===== config.mk =====
export PLATFORM = sky130hd
export DESIGN_NAME = cpu_request_sequencer
export DESIGN_NICKNAME = d
export VERILOG_FILES = /design/src/rtl/cpu_seq_pkg.sv /design/src/rtl/cpu_seq_table.sv /design/src/rtl/cpu_request_sequencer.sv
export SDC_FILE = /design/constraint.sdc
export NUM_CORES = 1
export LEC_CHECK = 0
export CAP_MARGIN = 20
export CORE_MARGIN = 2
export CORE_UTILIZATION = 40
export DETAILED_ROUTE_END_ITERATION = 10
export PLACE_DENSITY_LB_ADDON = 0.1
export SLEW_MARGIN = 20
export SYNTH_ARGS = -nofsm -noshare
export SYNTH_HDL_FRONTEND = slang
export SYNTH_SLANG_ARGS = --single-unit

===== constraint.sdc =====
create_clock -name clock -period 9.4 [get_ports clock]
set_input_delay 1.88 -clock clock [delete_from_list [all_inputs] [get_ports clock]]
set_output_delay 1.88 -clock clock [all_outputs]
set_load 0.01 [all_outputs]

===== src/rtl/cpu_seq_pkg.sv =====
// Shared types and default widths for the CPU request sequencer.
package cpu_seq_pkg;

  localparam int unsigned ADDR_W_DEF = 14;
  localparam int unsigned DATA_W_DEF = 32;
  localparam int unsigned CNT_W_DEF  = 16;

  typedef enum logic [1:0] {
    S_IDLE    = 2'd0,
    S_ACTIVE  = 2'd1,
    S_FINISH  = 2'd2,
    S_TIMEOUT = 2'd3
  } state_t;

  // One table entry at the default widths; data is write data or expected read data.
  typedef struct packed {
    logic                  read_write;
    logic                  check;
    logic [ADDR_W_DEF-1:0] address;
    logic [DATA_W_DEF-1:0] data;
  } req_t;

endpackage


===== src/rtl/cpu_seq_table.sv =====
// Request table: one synchronous write port, one asynchronous read port. Not reset.
module cpu_seq_table
  import cpu_seq_pkg::*;
#(
  parameter int unsigned DEPTH   = 16,
  parameter int unsigned IDX_W   = 4,
  parameter int unsigned ENTRY_W = 48
) (
  input  logic               clock,
  input  logic               wr_en,
  input  logic [IDX_W-1:0]   wr_index,
  input  logic [ENTRY_W-1:0] wr_entry,
  input  logic [IDX_W-1:0]   rd_index,
  output logic [ENTRY_W-1:0] rd_entry
);

  logic [ENTRY_W-1:0] mem [DEPTH];

  // Entry write from the load port
  always_ff @(posedge clock) begin
    if (wr_en) begin
      mem[wr_index] <= wr_entry;
    end
  end

  assign rd_entry = mem[rd_index];

endmodule


===== src/rtl/cpu_request_sequencer.sv =====
// Replays a loaded table of read/write requests to the cache, one at a time,
// counting hits, misses and read-data mismatches, with a per-request watchdog.
module cpu_request_sequencer
  import cpu_seq_pkg::*;
#(
  parameter int unsigned ADDR_W  = ADDR_W_DEF,
  parameter int unsigned DATA_W  = DATA_W_DEF,
  parameter int unsigned DEPTH   = 16,
  parameter int unsigned TIMEOUT = 64,
  parameter int unsigned CNT_W   = CNT_W_DEF,
  localparam int unsigned IDX_W  = $clog2(DEPTH)
) (
  input  logic              clock,
  input  logic              reset,
  input  logic              load_en,
  input  logic [IDX_W-1:0]  load_index,
  input  logic              load_read_write,
  input  logic [ADDR_W-1:0] load_address,
  input  logic [DATA_W-1:0] load_data,
  input  logic              load_check,
  input  logic              start,
  input  logic [IDX_W:0]    req_count,
  output logic              req_valid,
  output logic              read_write,
  output logic [ADDR_W-1:0] address,
  output logic [DATA_W-1:0] write_data,
  input  logic              done,
  input  logic              hit,
  input  logic [DATA_W-1:0] read_data,
  output logic              busy,
  output logic              finished,
  output logic              timed_out,
  output logic [CNT_W-1:0]  hit_count,
  output logic [CNT_W-1:0]  miss_count,
  output logic [CNT_W-1:0]  mismatch_count
);

  localparam int unsigned WD_W    = $clog2(TIMEOUT + 1);
  localparam int unsigned ENTRY_W = ADDR_W + DATA_W + 2;

  typedef struct packed {
    logic              read_write;
    logic              check;
    logic [ADDR_W-1:0] address;
    logic [DATA_W-1:0] data;
  } entry_t;

  state_t            state;
  logic [IDX_W-1:0]  ptr;
  logic [IDX_W:0]    count;
  logic [WD_W-1:0]   wd;
  logic              cur_check;
  logic [DATA_W-1:0] cur_expect;

  logic              tbl_we_c;
  logic [IDX_W-1:0]  rd_idx_c;
  entry_t            ld_entry_c;
  entry_t            tbl_rd_c;
  entry_t            next_entry_c;
  logic [IDX_W:0]    clamp_cnt_c;
  logic              last_c;
  logic              accept_c;
  logic              mismatch_c;

  // Table access, next-entry selection (with same-cycle load forwarding) and completion decode
  always_comb begin
    ld_entry_c   = '{read_write: load_read_write, check: load_check,
                     address: load_address, data: load_data};
    tbl_we_c     = load_en && (state != S_ACTIVE);
    rd_idx_c     = (state == S_ACTIVE) ? IDX_W'(ptr + IDX_W'(1)) : '0;
    next_entry_c = (tbl_we_c && (load_index == rd_idx_c)) ? ld_entry_c : tbl_rd_c;
    clamp_cnt_c  = (req_count > (IDX_W+1)'(DEPTH)) ? (IDX_W+1)'(DEPTH) : req_count;
    last_c       = ({1'b0, ptr} == (count - (IDX_W+1)'(1)));
    accept_c     = (state == S_ACTIVE) && req_valid && done;
    mismatch_c   = !read_write && cur_check && (read_data != cur_expect);
  end

  cpu_seq_table #(
    .DEPTH   (DEPTH),
    .IDX_W   (IDX_W),
    .ENTRY_W (ENTRY_W)
  ) u_table (
    .clock    (clock),
    .wr_en    (tbl_we_c),
    .wr_index (load_index),
    .wr_entry (ld_entry_c),
    .rd_index (rd_idx_c),
    .rd_entry (tbl_rd_c)
  );

  // Run control FSM with registered request outputs, watchdog and saturating statistics
  always_ff @(posedge clock or posedge reset) begin
    if (reset) begin
      state          <= S_IDLE;
      ptr            <= '0;
      count          <= '0;
      wd             <= '0;
      req_valid      <= 1'b0;
      busy           <= 1'b0;
      finished       <= 1'b0;
      timed_out      <= 1'b0;
      read_write     <= 1'b0;
      address        <= '0;
      write_data     <= '0;
      cur_check      <= 1'b0;
      cur_expect     <= '0;
      hit_count      <= '0;
      miss_count     <= '0;
      mismatch_count <= '0;
    end else begin
      case (state)
        S_ACTIVE: begin
          if (accept_c) begin
            wd <= '0;
            if (hit) begin
              if (hit_count != '1) hit_count <= hit_count + CNT_W'(1);
            end else begin
              if (miss_count != '1) miss_count <= miss_count + CNT_W'(1);
            end
            if (mismatch_c && (mismatch_count != '1)) begin
              mismatch_count <= mismatch_count + CNT_W'(1);
            end
            if (last_c) begin
              state     <= S_FINISH;
              req_valid <= 1'b0;
              busy      <= 1'b0;
              finished  <= 1'b1;
            end else begin
              ptr        <= ptr + IDX_W'(1);
              read_write <= next_entry_c.read_write;
              address    <= next_entry_c.address;
              write_data <= next_entry_c.read_write ? next_entry_c.data : '0;
              cur_check  <= next_entry_c.check;
              cur_expect <= next_entry_c.data;
            end
          end else if (wd == WD_W'(TIMEOUT - 1)) begin
            // ptr and request outputs hold so the stuck request stays visible
            state     <= S_TIMEOUT;
            req_valid <= 1'b0;
            busy      <= 1'b0;
            timed_out <= 1'b1;
          end else begin
            wd <= wd + WD_W'(1);
          end
        end
        S_IDLE, S_FINISH, S_TIMEOUT: begin
          if (start) begin
            count          <= clamp_cnt_c;
            ptr            <= '0;
            wd             <= '0;
            hit_count      <= '0;
            miss_count     <= '0;
            mismatch_count <= '0;
            timed_out      <= 1'b0;
            if (clamp_cnt_c == '0) begin
              state     <= S_FINISH;
              finished  <= 1'b1;
              req_valid <= 1'b0;
              busy      <= 1'b0;
            end else begin
              state      <= S_ACTIVE;
              finished   <= 1'b0;
              req_valid  <= 1'b1;
              busy       <= 1'b1;
              read_write <= next_entry_c.read_write;
              address    <= next_entry_c.address;
              write_data <= next_entry_c.read_write ? next_entry_c.data : '0;
              cur_check  <= next_entry_c.check;
              cur_expect <= next_entry_c.data;
            end
          end
        end
        default: state <= S_IDLE;
      endcase
    end
  end

endmodule


# Word level (Yosys, flattened, before mapping)
# Memories as Yosys holds them, arrays and structs flattened.
# Index checks and enable logic that the tools add are counted.
[totals] regBits=149 out_inout_bits=99 elab_cells=142 memories=1 ramBits=768 inputBits=95
[memory_table] memory="u_table.mem" words=16 width=48 rd=1 rd_clocked_by_memory_dff=0 wr=1 line_no="cpu_seq_table.sv:17" text="logic [ENTRY_W-1:0] mem [DEPTH];"
[classes] n_lt_le_gt_ge=1 eq_ne=26 muxes=72 n_reduce_logical=21 add_sub_neg=6
[ops] op="$mux 32" n=9
[ops] op="$mux 16" n=9
[ops] op="$pmux 32 s2" n=2
[ops] op="$pmux 16 s2" n=3
[ops] op="$mux 14" n=4
[ops] op="$add 16x1->16 const B" n=3
[ops] op="$mux 48" n=1
[ops] op="$ne 16x16->1 const B" n=3
[ops] op="$ne 32x32->1" n=1
[ops] op="$pmux 14 s2" n=1
[ops] op="$mux 1" n=22
[ops] op="$mux 7" n=3
[ops] op="$mux 4" n=4
[ops] op="$ne 2x2->1 const B" n=8
[ops] op="$reduce_and 3->1" n=5
[ops] op="$pmux 7 s2" n=1
[ops] op="$reduce_and 4->1" n=3
[ops] op="$mux 2" n=5
[ops] op="$ne 2x1->1 const B" n=5
[ops] op="$pmux 1 s2" n=5
[ops] op="$pmux 4 s2" n=1
[ops] op="$add 7x1->7 const B" n=1
[ops] op="$eq 7x6->1 const B" n=1
[ops] op="$logic_and 1x1->1" n=7
[ops] op="other kinds (16)" n=19

# Longest topological paths before layout
[depth] depth_word=9 mapped_depth=11 mapped_depth_nobuf=8

# Modules after synthesis
# From an unflattened synthesis, not the netlist that was laid out.
[unflattened] cells_unflattened=1947 area_unflattened_um2=36174.7
[modules_own_cells] module="cpu_seq_table" area_per_inst_um2=28730.1 cells_per_inst=1194 seq_area_each_um2=23062.1 instances=1
[modules_own_cells] module="cpu_request_sequencer" area_per_inst_um2=7444.6 cells_per_inst=753 seq_area_each_um2=3728.6 instances=1

# Worst setup path before layout
# OpenSTA, ideal clock, no wires.
[synth_timing] path_kind="input port to flip-flop" start="input port load_index[0]" end="memory u_table.mem[2][0] (enable)" arrival_ps=5405 stages=2 setup_ps=513 path_slack_ps=3482 path_cell_list="nand4b_1 nor3_1"
[synth_lines] item="start: declaration" line_no="cpu_request_sequencer.sv:16" text="input logic [IDX_W-1:0] load_index,"
[synth_lines] item="end: declaration" line_no="cpu_seq_table.sv:17"
# Straight into the memory's write port.

# Worst setup path in the final report
[layout_timing] start="register ptr[0]" end="register write_data[4]"
[layout_via] elab_chain_len=9 word_cells_on_any_way=15 cone_classes="1 x add/sub; 3 x eq/ne; 8 x mux; 2 x reduce/logical; 1 x memory"
[layout_lines] item="start: declaration" line_no="cpu_request_sequencer.sv:49" text="logic [IDX_W-1:0] ptr;"
[layout_lines] item="start signal: assignment" line_no="cpu_request_sequencer.sv:129" text="ptr <= ptr + IDX_W'(1);"
[layout_lines] item="branches (longest 9 deep; another with $mem_v2 16x48)"
[layout_lines] item="end signal: assignment" line_no="cpu_request_sequencer.sv:132" text="write_data <= next_entry_c.read_write ? next_entry_c.data : '0;"
[layout_lines] item="end signal: assignment" line_no="cpu_request_sequencer.sv:167" text="write_data <= next_entry_c.read_write ? next_entry_c.data : '0;"
[layout_lines] item="end: declaration" line_no="cpu_request_sequencer.sv:26" text="output logic [DATA_W-1:0] write_data,"
# Parallel ways; which one is timed is not known. The select of a mux whose other input is x is not followed.
# A chain may end at the register's enable or synchronous reset.

==> metrics <==
run status complete, no violations; library cell with the largest summed area after synthesis edfxtp_1; num ports 194; count of vias placed by the detailed router about 24000; GR Util All Layers about 22%; Wirelength per Cell 26.9 um; Final HPWL DP ~58000 um; required time of the worst setup path about 10 ns; non-filler cells in the finished layout around 4100; number of max-slew violations in the final report 0; Sink Count 917; clock tree from TritonCTS done; clk_lat worst skew around 0.70 ns; WS Path Type reg2reg; share of the core filled with cells in the final layout 47.5%; most frequent standard cell in the layout excluding fill and tap cells edfxtp_1; Slew headroom 23.7%; cells taking the most area after synthesis edfxtp_1 61%, dfrtp_1 9.9%, mux2i_1 3.0%; register bit count reported by yosys 917; mux contribution to synthesized area 6.46%; top layer reached by signal wires met5; worst setup skew after layout around 0.038 ns; Initial Util ~40%; Final Hold Viols 0; DRC violations left 0; htree depth 3; Synth top area share 61.1%; RD Place Congestion approximately 0.78; fraction of final layout cells with drive strength greater than 1 between 10% and 20%; Clk network pwr share roughly 32%; Starting DRT DRC Count about 2200; width of the die 311 um; Inserted Clock Buffers 98; Post-Synthesis Cell Area about 38000 um2; Synth Area in Adders 0.199%; routed metal-1 wire length roughly 47000 um; number of antenna violations at the first check in global routing 7; total of max-cap violations 0; count of warnings emitted by yosys 0; share of synthesized registers carrying an async set or reset between 10% and 20%; xor and xnor fraction of the mapped netlist area ~1.6%; maximum clock frequency roughly 0.20 GHz; number of synthesized flops with an enable pin ~770; post-synth net total between 2000 and 3000; Die Y 311 um; setup repair after global routing missed its margin no; # nets final between 2000 and 3000; Synth Area in Simple Gates about 7.7%; routed vias/inst 5.77; Filler Cells Inserted 8138; area occupied by multi-input gates 10400 um2; complex-gate fraction of the synthesized area ~11%; final setup violation count 0; global-route wire length before repair 160000 um; dpl cells between 3000 and 4000; maximum number of pins on one net before global-route repair 130; net switching power figure around 3.7 mW; number of buffers inserted by hold repair at cts 0; Static Leak roughly 15 nW; Root Buffer Master clkbuf_16; switching part of the total power about a third; Final Cycle Share roughly 53%; Rows roughly 110; number of different library cells in the post-synthesis netlist 74; arrival time at the worst endpoint 5.57 ns; most instantiated flip-flop cell in the synthesis netlist edfxtp_1; main combinational cell family by area after synthesis compound AO/OA/AOI/OAI gates; Max IR drop VDD 0.271 mV; met2 wire len 54000 um; combinational group share of total power 25.9%; PD cells between 200 and 300 nW/um2; vias in the first global route 23400; pin slew with the least headroom to its limit between 1 and 1.5 ns; type of element launching the critical path flop; Final Critical Period approximately 5 ns; clock input transition at the sequential cells of the worst setup and hold paths 0.06 ns; wire length on met3 between 6000 and 7000 um; post-cts sizing count 0; Std-Cell Core Area slightly above 90000 um2; post-synthesis instance total 2574; number of port buffers slightly below 200; Pint about 8.1 mW; area taken by flip-flops and latches approximately 27000 um2; path class of the lowest-slack min-delay path reg2reg; postcts setup bufs 0; buffers from clock root to sink, at most 3; proportion of power drawn by flip-flops and latches around two fifths; Post-Place Setup Slack 3.83 ns; most used cells in the layout excluding fill and tap cells 768 x edfxtp_1, 193 x clkdlybuf4s50_1, 165 x a21oi_1, 165 x nand2_1, 148 x dfrtp_1; Pre-antenna DRT Iters 5; endpoint type of the worst setup path flop; post-layout worst setup margin 4.39 ns; wire length after detailed routing approximately 110000 um; Total Die Area ~97000 um2; Crit Path Max Fanout 47; synthesized area divided by synthesized cell count ~15 um2; residual overflow from global routing 0; Routed Antenna Nets 0; setup total negative slack 0 ns; post-synthesis sequential area ratio 70.9%; P&R area growth vs syn 17.5%
==> worst max-delay path, cell delays in order, from the launching register on <==
cell and delay, ns:
dfrtp_4 0.80, ha_1 0.44, xnor2_2 0.09, buf_4 0.33, nor2_4 0.37, buf_4 0.58
buf_4 0.72, nor3_1 0.15, o32ai_1 0.45, nor3_4 0.20, buf_4 0.33, a32o_1 0.26
==> kinds of logic after synthesis <==
family	count (synthesis)
DFF	917
muxes	206
adders and majority gates	6
xor gates and xnor gates	67
and+or+nand+nor	597
AOI/OAI and AO/OA	594
buffers and inverters	187
==> metrics by stage <==
stage,hold slack (ns),instance area (um2),total power [mW]
global placement,0.480,41100,8.01
detailed placement,0.487,41200,8.06
floorplan,0.456,37800,6.87
global route,0.508,44400,12.3
finish,0.468,44400,11.8
CTS,0.469,44300,11.9
==> layer usage <==
metal  GRT usage, %  up-vias
li1               -    10500
met1           30.3    12200
met2           37.4      770
met3           3.41      158
met4           6.60        4
met5              0        -
==> cells in the mapped netlist, drive strengths merged, types with 31 or more instances <==
cell type / n
edfxtp: 768
nand2: 167
a21oi: 165
dfrtp: 149
nor2: 134
mux2i: 114
clkbuf: 99
o22ai: 82
buf: 77
nand3: 76
mux2: 69
o21ai: 57
xor2: 56
nor3: 53
a221oi: 39
a22o: 39
nand2b: 31
==> state kept, by name, indices dropped and copies added, names as in the netlist <==
name / count
miss_count: 16
read_write: 1
state: 2
busy: 1
mismatch_count: 16
cur_check: 1
write_data: 32
hit_count: 16
address: 14
cur_expect: 32
wd: 7
finished: 1
ptr: 4
count: 5
u_table.mem: 768
timed_out: 1
==> final cells by class <==
cell class | instances | area share, %
multi-input cells | 1470 | 23.4
clock inverters | 33 | 0.896
flip-flops and latches | 917 | 60.4
clock buffers | 151 | 6.29
inverters | 11 | 0.107
diodes | 2 | 0.0113
well taps | 1254 | 3.54
repair buffers | 246 | 5.43
==> path summary, 6_finish.rpt <==
check                       start        endpoint  slack (ns)  cells after the start
max in group asynchronous   reset  cur_expect[10]        6.28                      4
hold / removal              wd[6]       timed_out        0.47                      1
hold reg to reg             wd[6]       timed_out        0.47                      1
setup reg to reg           ptr[0]   write_data[4]        4.39                     11
setup / recovery           ptr[0]   write_data[4]        4.39                     11
min in group asynchronous   reset   hit_count[13]        1.54                      2
==> power by group through the flow <==
stage	Clock [mW]	Combinational (mW)	Sequential [mW]
2_1_floorplan	0	1.95	4.92
3_3_place_gp	0	3.01	5.00
3_5_place_dp	0	3.06	5.00
4_1_cts	3.90	3.07	4.92
5_1_grt	4.06	3.30	4.94
6_report	3.82	3.06	4.91
(Power assumes the default switching activity.)
